===== src/rtl/keypad_pkg.sv =====
// rtl/keypad_pkg.sv - keypad codes, debounce FSM states and frame-map decode
package keypad_pkg;

  localparam logic [3:0] KEY_STAR  = 4'd10;
  localparam logic [3:0] KEY_HASH  = 4'd11;
  localparam logic [3:0] KEY_MULTI = 4'd14;
  localparam logic [3:0] KEY_NONE  = 4'd15;

  typedef enum logic {IDLE = 1'b0, PRESSED = 1'b1} kp_state_e;

  // Frame map bit index is row*3 + col, row 0 on top, col 0 on the left.
  function automatic logic [3:0] key_of_index(input logic [3:0] idx);
    logic [3:0] code;
    case (idx)
      4'd0:    code = 4'd1;
      4'd1:    code = 4'd2;
      4'd2:    code = 4'd3;
      4'd3:    code = 4'd4;
      4'd4:    code = 4'd5;
      4'd5:    code = 4'd6;
      4'd6:    code = 4'd7;
      4'd7:    code = 4'd8;
      4'd8:    code = 4'd9;
      4'd9:    code = KEY_STAR;
      4'd10:   code = 4'd0;
      4'd11:   code = KEY_HASH;
      default: code = KEY_NONE;
    endcase
    return code;
  endfunction

  function automatic logic [3:0] decode_frame(input logic [11:0] map);
    logic [3:0] code;
    logic [3:0] hits;
    code = KEY_NONE;
    hits = 4'd0;
    for (int i = 0; i < 12; i++) begin
      if (map[i]) begin
        hits = hits + 4'd1;
        code = key_of_index(4'(i));
      end
    end
    if (hits > 4'd1) begin
      code = KEY_MULTI;
    end
    return code;
  endfunction

endpackage


===== src/rtl/key_debounce.sv =====
// rtl/key_debounce.sv - frame-rate press/release debounce FSM with registered key outputs
module key_debounce
  import keypad_pkg::*;
#(
  parameter int DEBOUNCE_SCANS = 3
) (
  input  logic       clk,
  input  logic       reset,
  input  logic       i_frame_tick,
  input  logic [3:0] i_code,
  output logic [3:0] o_data,
  output logic       o_is_pressed,
  output logic       o_is_star_pressed,
  output logic       o_is_hash_pressed,
  output logic       o_key_strobe
);

  localparam logic [3:0] DB = 4'(DEBOUNCE_SCANS);

  kp_state_e  r_state, w_state_next;
  logic [3:0] r_cand, w_cand_next;
  logic [3:0] r_cnt, w_cnt_next;
  logic [3:0] r_acc, w_acc_next;
  logic [3:0] r_rel, w_rel_next;
  logic [3:0] r_data, w_data_next;
  logic       r_pressed, w_pressed_next;
  logic       r_star, w_star_next;
  logic       r_hash, w_hash_next;
  logic       r_strobe, w_strobe_next;
  logic       w_is_key;

  always_ff @(posedge clk) begin
    if (reset) begin
      r_state   <= IDLE;
      r_cand    <= KEY_NONE;
      r_cnt     <= 4'd0;
      r_acc     <= KEY_NONE;
      r_rel     <= 4'd0;
      r_data    <= 4'd0;
      r_pressed <= 1'b0;
      r_star    <= 1'b0;
      r_hash    <= 1'b0;
      r_strobe  <= 1'b0;
    end else begin
      r_state   <= w_state_next;
      r_cand    <= w_cand_next;
      r_cnt     <= w_cnt_next;
      r_acc     <= w_acc_next;
      r_rel     <= w_rel_next;
      r_data    <= w_data_next;
      r_pressed <= w_pressed_next;
      r_star    <= w_star_next;
      r_hash    <= w_hash_next;
      r_strobe  <= w_strobe_next;
    end
  end

  always_comb begin
    w_state_next   = r_state;
    w_cand_next    = r_cand;
    w_cnt_next     = r_cnt;
    w_acc_next     = r_acc;
    w_rel_next     = r_rel;
    w_data_next    = r_data;
    w_pressed_next = r_pressed;
    w_star_next    = r_star;
    w_hash_next    = r_hash;
    w_strobe_next  = 1'b0;
    w_is_key       = (i_code <= KEY_HASH);

    case (r_state)
      IDLE: begin
        if (i_frame_tick) begin
          if (w_is_key) begin
            if (i_code == r_cand) begin
              w_cnt_next = (r_cnt == DB) ? DB : r_cnt + 4'd1;
            end else begin
              w_cand_next = i_code;
              w_cnt_next  = 4'd1;
            end
          end else begin
            w_cand_next = KEY_NONE;
            w_cnt_next  = 4'd0;
          end

          if (w_is_key && w_cnt_next == DB) begin
            w_state_next  = PRESSED;
            w_acc_next    = i_code;
            w_rel_next    = 4'd0;
            w_strobe_next = 1'b1;
            if (i_code == KEY_STAR) begin
              w_star_next = 1'b1;
            end else if (i_code == KEY_HASH) begin
              w_hash_next = 1'b1;
            end else begin
              w_data_next    = i_code;
              w_pressed_next = 1'b1;
            end
          end
        end
      end

      PRESSED: begin
        // Anything but the accepted key, including a different key, counts as release.
        if (i_frame_tick) begin
          if (i_code != r_acc) begin
            if (r_rel + 4'd1 == DB) begin
              w_state_next   = IDLE;
              w_cand_next    = KEY_NONE;
              w_cnt_next     = 4'd0;
              w_rel_next     = 4'd0;
              w_pressed_next = 1'b0;
              w_star_next    = 1'b0;
              w_hash_next    = 1'b0;
            end else begin
              w_rel_next = r_rel + 4'd1;
            end
          end else begin
            w_rel_next = 4'd0;
          end
        end
      end

      default: begin
        w_state_next = IDLE;
      end
    endcase
  end

  assign o_data            = r_data;
  assign o_is_pressed      = r_pressed;
  assign o_is_star_pressed = r_star;
  assign o_is_hash_pressed = r_hash;
  assign o_key_strobe      = r_strobe;

endmodule


===== src/rtl/keypad_scanner.sv =====
// rtl/keypad_scanner.sv - 4x3 keypad column scanner with row sync, frame map and debounced outputs
module keypad_scanner
  import keypad_pkg::*;
#(
  parameter int SCAN_DIV       = 4,
  parameter int DEBOUNCE_SCANS = 3
) (
  input  logic       clk,
  input  logic       reset,
  input  logic [3:0] row_n,
  output logic [2:0] col_n,
  output logic [3:0] data,
  output logic       is_pressed,
  output logic       is_star_pressed,
  output logic       is_hash_pressed,
  output logic       key_strobe
);

  localparam int SW = (SCAN_DIV > 1) ? $clog2(SCAN_DIV) : 1;
  localparam logic [SW-1:0] SLOT_LAST = SW'(SCAN_DIV - 1);

  logic [3:0]    r_row_s1, r_row_s2;
  logic [SW-1:0] r_slot;
  logic [1:0]    r_col;
  logic [2:0]    r_col_n;
  logic [11:0]   r_map;

  logic          w_slot_end;
  logic          w_frame_end;
  logic [11:0]   w_col_hits;
  logic [11:0]   w_frame_map;
  logic [3:0]    w_code;

  assign w_slot_end  = (r_slot == SLOT_LAST);
  assign w_frame_end = w_slot_end && (r_col == 2'd2);

  always_comb begin
    w_col_hits = 12'd0;
    for (int r = 0; r < 4; r++) begin
      for (int c = 0; c < 3; c++) begin
        if (2'(c) == r_col) begin
          w_col_hits[r*3 + c] = ~r_row_s2[r];
        end
      end
    end
  end

  // Column 2's sample is merged combinationally so the frame decodes in its last cycle.
  assign w_frame_map = r_map | (w_slot_end ? w_col_hits : 12'd0);
  assign w_code      = decode_frame(w_frame_map);

  always_ff @(posedge clk) begin
    if (reset) begin
      r_row_s1 <= 4'b1111;
      r_row_s2 <= 4'b1111;
      r_slot   <= '0;
      r_col    <= 2'd0;
      r_col_n  <= 3'b110;
      r_map    <= 12'd0;
    end else begin
      r_row_s1 <= row_n;
      r_row_s2 <= r_row_s1;
      if (w_slot_end) begin
        r_slot  <= '0;
        r_col   <= (r_col == 2'd2) ? 2'd0 : r_col + 2'd1;
        r_col_n <= {r_col_n[1:0], r_col_n[2]};
        r_map   <= w_frame_end ? 12'd0 : w_frame_map;
      end else begin
        r_slot <= r_slot + SW'(1);
      end
    end
  end

  assign col_n = r_col_n;

  key_debounce #(
    .DEBOUNCE_SCANS(DEBOUNCE_SCANS)
  ) u_debounce (
    .clk              (clk),
    .reset            (reset),
    .i_frame_tick     (w_frame_end),
    .i_code           (w_code),
    .o_data           (data),
    .o_is_pressed     (is_pressed),
    .o_is_star_pressed(is_star_pressed),
    .o_is_hash_pressed(is_hash_pressed),
    .o_key_strobe     (key_strobe)
  );

endmodule


===== config.mk =====
export PLATFORM = sky130hd
export DESIGN_NAME = keypad_scanner
export DESIGN_NICKNAME = d
export VERILOG_FILES = /design/src/rtl/keypad_pkg.sv /design/src/rtl/key_debounce.sv /design/src/rtl/keypad_scanner.sv
export SDC_FILE = /design/constraint.sdc
export NUM_CORES = 1
export LEC_CHECK = 0
export CORE_ASPECT_RATIO = 1.5
export CORE_MARGIN = 2
export CORE_UTILIZATION = 62
export DETAILED_ROUTE_END_ITERATION = 8
export PLACE_DENSITY_LB_ADDON = 0.25
export SYNTH_ARGS = -nofsm -noshare
export SYNTH_HDL_FRONTEND = slang
export SYNTH_SLANG_ARGS = --single-unit

===== constraint.sdc =====
create_clock -name clk -period 10.4 [get_ports clk]
set_input_delay 1.56 -clock clk [delete_from_list [all_inputs] [get_ports clk]]
set_output_delay 1.56 -clock clk [all_outputs]
set_load 0.01 [all_outputs]

After elaboration in Yosys (flattened, before gate mapping)
Cells that the tools add are included.

operators by class
  $add $sub $neg = 15
  multiply operators = 0
  divide/modulo/power cells = 0
  magnitude comparators = 2
  equality and inequality tests = 21
  shift operators = 0
  multiplexer cells = 86
  bitwise operators = 8
  reduce and logical (&&, ||, !) cells = 13

operator list
  cell                 count
  $mux 4               44
  $add 4x1->4 const B  13
  $mux 1               32
  $mux 12              2
  $pmux 4 s2           3
  $reduce_and 7->1     2
  $eq 4x2->1 const B   3
  $ne 2x2->1 const B   6
  $or 12x12->12        1
  $reduce_and 5->1     2
  $eq 4x4->1 const B   2
  $pmux 1 s2           4
  $not 1->1            7
  $ne 2x1->1 const B   3
  $reduce_and 3->1     2
  $reduce_and 6->1     1
  $add 2x1->2 const B  2
  $eq 2x2->1 const B   2
  $eq 4x4->1           1
  $gt 4x1->1 const B   1
  $le 4x4->1 const B   1
  $ne 4x4->1           1
  $reduce_and 4->1     1
  $reduce_or 2->1      2
  6 further kinds      7

storage, ports and cells
  flip-flop bits (word level) = 52
  bits in latches = 0
  RAM bits = 0
  memory bits (read-only) = 0
  word-level logic and storage cells = 161
  memories = 0

Longest topological paths before layout
  depth after elaboration = 39
  depth in mapped cells = 45

Modules after synthesis
Synthesis repeated with hierarchy kept, for this count alone.

second synthesis, totals
  cells, all modules = 456
  area total of the unflattened synthesis = 4075.2 um^2

modules (own cells, without submodules)
  module          instances  cells each  area each (um^2)
  keypad_scanner  1          304         2645.0
  key_debounce    1          152         1430.1

Worst setup path after synthesis
OpenSTA, ideal clock, no wires.

  kind = register to register
  start = register r_slot[0]
  end = register u_debounce.r_data[0], in the netlist u_debounce.o_data[0]
  data arrival time = 8.016 ns
  required time = 10.268 ns
  path slack = 2.252 ns
  stages on the path, launching flop included = 41
  path buffers = 4
  period minus slack after synthesis = 8.148 ns
  cell sequence = dfxtp_1 -> ha_1 -> buf_2 -> clkbuf_1 -> nor2b_1 -> nand2b_1 -> nor2_1 -> nor2_1 -> ha_1 -> buf_1 -> o21ai_0 -> and2_1 -> ha_1 -> a21oi_1 -> a21o_1 -> a21oi_1 -> xnor2_1 -> o21ai_0 -> [... 5 more ...] -> inv_1 -> ha_1 -> xor2_1 -> nor3_1 -> a221oi_1 -> ha_1 -> nand2_1 -> o311a_1 -> o21ai_0 -> ha_1 -> xnor3_1 -> o32ai_1 -> o211ai_1 -> a2111o_1 -> or4_4 -> buf_6 -> o31ai_2 -> a21oi_1

on the way
  longest elaborated chain between the ends = 36
  elaborated cells on any way between the ends = 54
  classes of those cells = add/sub: 11; order compare: 2; eq/ne: 5; mux: 30; bitwise: 3; reduce/logical: 3

RTL lines
  what                                                  line                  source
  start: declaration                                    keypad_scanner.sv:23  logic [SW-1:0] r_slot;
  start signal: assignment                              keypad_scanner.sv:69  r_slot <= r_slot + SW'(1);
  $eq 2x2->1 *                                          keypad_scanner.sv:34  assign w_slot_end = (r_slot == SLOT_LAST);
  branches (longest 35 deep; another with $add 4x1->4)  -
  end signal: assignment                                key_debounce.sv:50    r_data <= w_data_next;
  end: declaration                                      key_debounce.sv:25    logic [3:0] r_data, w_data_next;

Mark *: on every way between the ends. The select of a mux whose other input is x is not followed.
A chain may end at the register's enable or synchronous reset.

Final worst setup path
  start = register r_slot[0]
  end = register u_debounce.r_cand[2]

on the way
  longest elaborated chain between the ends = 32
  elaborated cells on any way between the ends = 53
  classes of those cells = add/sub: 11; order compare: 2; eq/ne: 7; mux: 30; bitwise: 1; reduce/logical: 2

RTL lines
  what                                         line                                    source
  $eq 2x2->1 *                                 keypad_scanner.sv:34
  $mux 12                                      keypad_scanner.sv:49                    assign w_frame_map = r_map | (w_slot_end ? w_col_hits : 12'd0);
  $or 12x12->12                                keypad_scanner.sv:49
  $mux 1                                       keypad_pkg.sv:38                        if (map[i]) begin
  $add 4x1->4                                  keypad_pkg.sv:39                        hits = hits + 4'd1;
  $mux 4                                       keypad_pkg.sv:38
  $add 4x1->4                                  keypad_pkg.sv:39
  $mux 4                                       keypad_pkg.sv:38
  [... 16 more ...]                            -
  $add 4x1->4                                  keypad_pkg.sv:39
  $mux 4                                       keypad_pkg.sv:38
  $gt 4x1->1                                   keypad_pkg.sv:43                        if (hits > 4'd1) begin
  $mux 4                                       keypad_pkg.sv:43
  $le 4x4->1 / $mux 4 (equally long branches)  key_debounce.sv:69, key_debounce.sv:75
  $mux 4                                       key_debounce.sv:74                      if (w_is_key) begin
  $mux 4                                       key_debounce.sv:73                      if (i_frame_tick) begin
  $pmux 4 s2                                   key_debounce.sv:71                      case (r_state)
  end signal: assignment                       key_debounce.sv:46                      r_cand <= w_cand_next;
  end: declaration                             key_debounce.sv:21                      logic [3:0] r_cand, w_cand_next;

Mark *: on every way between the ends. The rest lies on a longest branch, timed or not. The select of a mux whose other input is x is not followed.

==> results.py <==
metrics = {
    "yosys": {
        "synth.distinct_cells": 85,
        "asyncSetResetFlopFracSynth_pct": 0,
        "synth.top_cell.area_share_pct": 25.8,
        "ys_seq_elements": 52,
        "synth_edf_count": 0,
        "yosysMostFrequentCell": "dfxtp_1",
        "synthSimpleGateAreaFrac_pct": 26.7,
        "netlist_area_um2": 4040,
        "synth_flop_cell": "dfxtp_1",
        "synth.top_cells.by_area": "dfxtp_1, ha_1, nor2_1",
        "synth_top_family_by_area": "simple AND/OR/NAND/NOR gates",
        "synth_nets": 506,
        "synthTopCellsByCount": "dfxtp_1, nor2_1, nand2_1",
        "avgSynthCellArea_um2": 8.37,
        "synth_seq_area_share_pct": 25.8,
        "ys_warn_count": 0,
        "synth_area_leader_cell": "dfxtp_1",
        "synth-adder-area-share_pct": 5.58,
        "synth_compound_area_share_pct": 23.5,
        "syn_inst": 482,
        "synthMuxAreaShare_pct": 2.60,
        "synth_xor_area_share_pct": 11.5,
    },
    "global_route": {
        "grt_max_degree": 36,
        "grt.overflow.total": 0,
        "antenna_found_initial": 0,
        "track_usage_pct": 27.7,
        "grt_pass1_vias": 3543,
        "grt_first_pass_wirelength_um": 16300,
    },
    "route": {
        "viasPerCell": 6.54,
        "drt-initial-drc-count": 286,
        "final_antenna_net_count": 0,
        "wl_per_cell_um": 17.1,
        "route.vias.total": 3652,
        "finalWirelength_um": 9560,
        "drc_errors": 0,
        "dr.pass1.iters": 5,
    },
    "cts": {
        "clock_path_buffers": 2,
        "clock-sinks": 52,
        "post_cts_buffers": 0,
        "cts_tree": "done",
        "clk_latency_ns": 0.31,
        "ctsHoldBuffers": 0,
        "cts_resized": 0,
        "clkTransAtPathRegs_ns": 0.10,
        "numCtsBuffers": 5,
        "cts_root_buffer": "clkbuf_8",
        "h-tree-depth": 2,
    },
    "finish": {
        "final_cells": 558,
        "drive_gt1_share_pct": 11.0,
        "syn2layout_area_growth_pct": 5.98,
        "fillers": 546,
        "nets": 505,
        "diodes": 0,
    },
    "timing": {
        "finalMaxSlewViolations": 0,
        "slew_headroom_pct": 46.7,
        "hold_viol_final": 0,
        "setup_tns_ns": 0,
        "fmax_mhz": 108,
        "setup_viol": 0,
        "finalCritPeriodShare_pct": 89.3,
        "min_period_ns": 9.29,
        "fin_worst_skew_ns": 0.00849,
        "rsz0062_at_grt": "no",
        "tightest_slew_ns": 0.798,
    },
    "pwr": {
        "sw_frac_of_total_pct": 27.5,
        "clkPwrFrac_pct": 31.5,
        "combPwrFrac_pct": 13.5,
        "p_int_uw": 272,
        "p_sw_uw": 103,
        "leakage_nw": 1.76,
        "peakVddDrop_uv": 119,
        "power_per_cell_area_nw_per_um2": 87.7,
        "power_frac_seq_pct": 55.0,
        "total_power_uw": 375,
    },
    "critical_path": {
        "arrival_ns": 9.45,
        "cp-endpoint": "u_debounce.r_cand[2]",
        "regToRegStartpoint": "r_slot[0]",
        "cp.required_ns": 10.56,
        "rrSetupSlack_ns": 1.11,
        "worstReg2RegEnd": "u_debounce.r_cand[2]",
        "crit_path_max_incr_delay_ns": 0.63,
        "critPathLaunchType": "flop",
        "critPathMaxFanout": 21,
        "cpMostUsedCell": "ha_1",
        "cp-end-kind": "flop",
        "startpoint": "r_slot[0]",
        "crit_slowest_cell": "a21oi_1",
        "reg2regPathDepth": 39,
        "criticalPathCategory": "reg -> reg",
    },
    "floorplan": {
        "num_rows": 36,
        "initial_core_util_pct": 63.1,
        "die_height_um": 103,
        "dieArea_um2": 7180,
        "io_pins": 17,
        "fp.coreArea_um2": 6400,
        "die_w_um": 69.9,
    },
    "place": {
        "placed_cells": 550,
        "portBuffers": 16,
        "dp_hpwl_um": 7430,
        "place_congestion": 0.998,
    },
    "worst_hold_path": {
        "hold_class": "reg -> reg",
    },
    "outcome": {
        "status": "finished clean",
    },
    "run": {
        "drv_cap": 0,
    },
}
-- critical path: cells and delay by family, from the launching register on --
kind | cells | cell delay [ns]
AO/OA/AOI/OAI | 15 | 3.48
XOR/XNOR | 4 | 0.99
adder cells (fa/ha/maj) | 7 | 2.49
buffers and inverters | 2 | 0.23
flip-flops | 1 | 0.35
AND/OR/NAND/NOR | 11 | 1.61
-- how the worst min path moves through the flow --
stage	endpoint	start	depth (start not counted)	slack [ns]
6_report	r_row_s2[1]	r_row_s1[1]	1	0.42
4_1_cts	r_row_s2[1]	r_row_s1[1]	1	0.42
3_5_place_dp	r_row_s2[1]	r_row_s1[1]	1	0.40
5_1_grt	r_row_s2[0]	r_row_s1[0]	1	0.44
3_3_place_gp	r_row_s2[1]	r_row_s1[1]	1	0.39
2_1_floorplan	r_row_s2[0]	r_row_s1[0]	1	0.39
-- power groups by stage --
stage / clock network [mW] / registers (mW) / logic (mW)
floorplan: 0 / 0.209 / 0.0394
global placement: 0 / 0.211 / 0.0483
CTS: 0.119 / 0.206 / 0.0499
detailed placement: 0 / 0.211 / 0.0496
global route: 0.126 / 0.207 / 0.0553
finish: 0.118 / 0.206 / 0.0506
-- layout by cell type, fill, tap and decap left out, types with 3 or more instances in the layout --
master	n
a2111oi_0	3
nor2_1	43
o21ai_0	23
or2_2	13
xnor2_1	16
o31ai_2	3
a21o_1	8
ha_1	18
xnor3_1	3
nand3b_1	4
a211oi_1	6
nand3_1	12
dfxtp_1	52
mux2i_1	6
o211ai_1	3
or3_1	5
nor2b_1	4
inv_1	15
xnor2_2	4
o32ai_1	4
a31oi_1	4
and4bb_1	4
o21ai_1	9
a21oi_1	30
nand4_1	5
and3_1	11
nor3_1	15
nor3b_1	3
nand2_1	41
xor2_1	11
nand2b_1	12
clkbuf_8	5
clkdlybuf4s50_1	16
-- sequential cells by signal, indices dropped and copies added, names as in the netlist --
register                      count
u_debounce.r_cand                 4
u_debounce.r_acc                  4
u_debounce.o_is_hash_pressed      1
u_debounce.o_data                 4
u_debounce.r_cnt                  4
r_slot                            2
r_row_s2                          4
u_debounce.o_key_strobe           1
r_col                             2
u_debounce.o_is_star_pressed      1
r_map                            12
u_debounce.r_state                1
u_debounce.r_rel                  4
u_debounce.o_is_pressed           1
col_n                             3
r_row_s1                          4
-- logic make-up after synthesis --
family | count (synthesis)
multiplexers | 9
AO/OA/AOI/OAI | 131
XOR/XNOR | 38
flip-flops | 52
adder cells (fa/ha/maj) | 18
buffers and inverters | 41
AND/OR/NAND/NOR | 193
-- layout make-up --
| type | instances | area [um2] | share of cell area, % |
|---|---|---|---|
| timing repair buffer | 18 | 175 | 4.10 |
| clock buffer | 5 | 68.8 | 1.61 |
| multi-input combinational | 389 | 2820 | 65.9 |
| sequential | 52 | 1040 | 24.3 |
| inverter | 15 | 56.3 | 1.32 |
| clock inverter | 3 | 22.5 | 0.527 |
| tap | 76 | 95.1 | 2.22 |
-- per-layer routing --
| metal | GRT usage [%] | vias to the layer above | share of wire, % |
|---|---|---|---|
| met1 | 28.7 | 1741 | 37 |
| met2 | 55.6 | 117 | 55 |
| li1 | - | 1758 | - |
| met5 | 0 | - | 0 |
| met4 | 12.7 | 0 | 4.1 |
| met3 | 2.54 | 36 | 3.4 |
-- per-stage QoR --
step / area [um2] / util, % / hold slack (ns) / setup slack (ns)
after floorplan: 4040 / - / 0.389 / 2.25
after global placement: 4190 / 65.4 / 0.392 / 1.57
after detailed placement: 4190 / 65.4 / 0.400 / 1.23
after CTS: 4280 / 66.9 / 0.424 / 1.23
after global routing: 4280 / 66.9 / 0.439 / 0.304
final: 4280 / 66.9 / 0.421 / 1.11
Note: power is estimated with default switching activity, not from simulation.
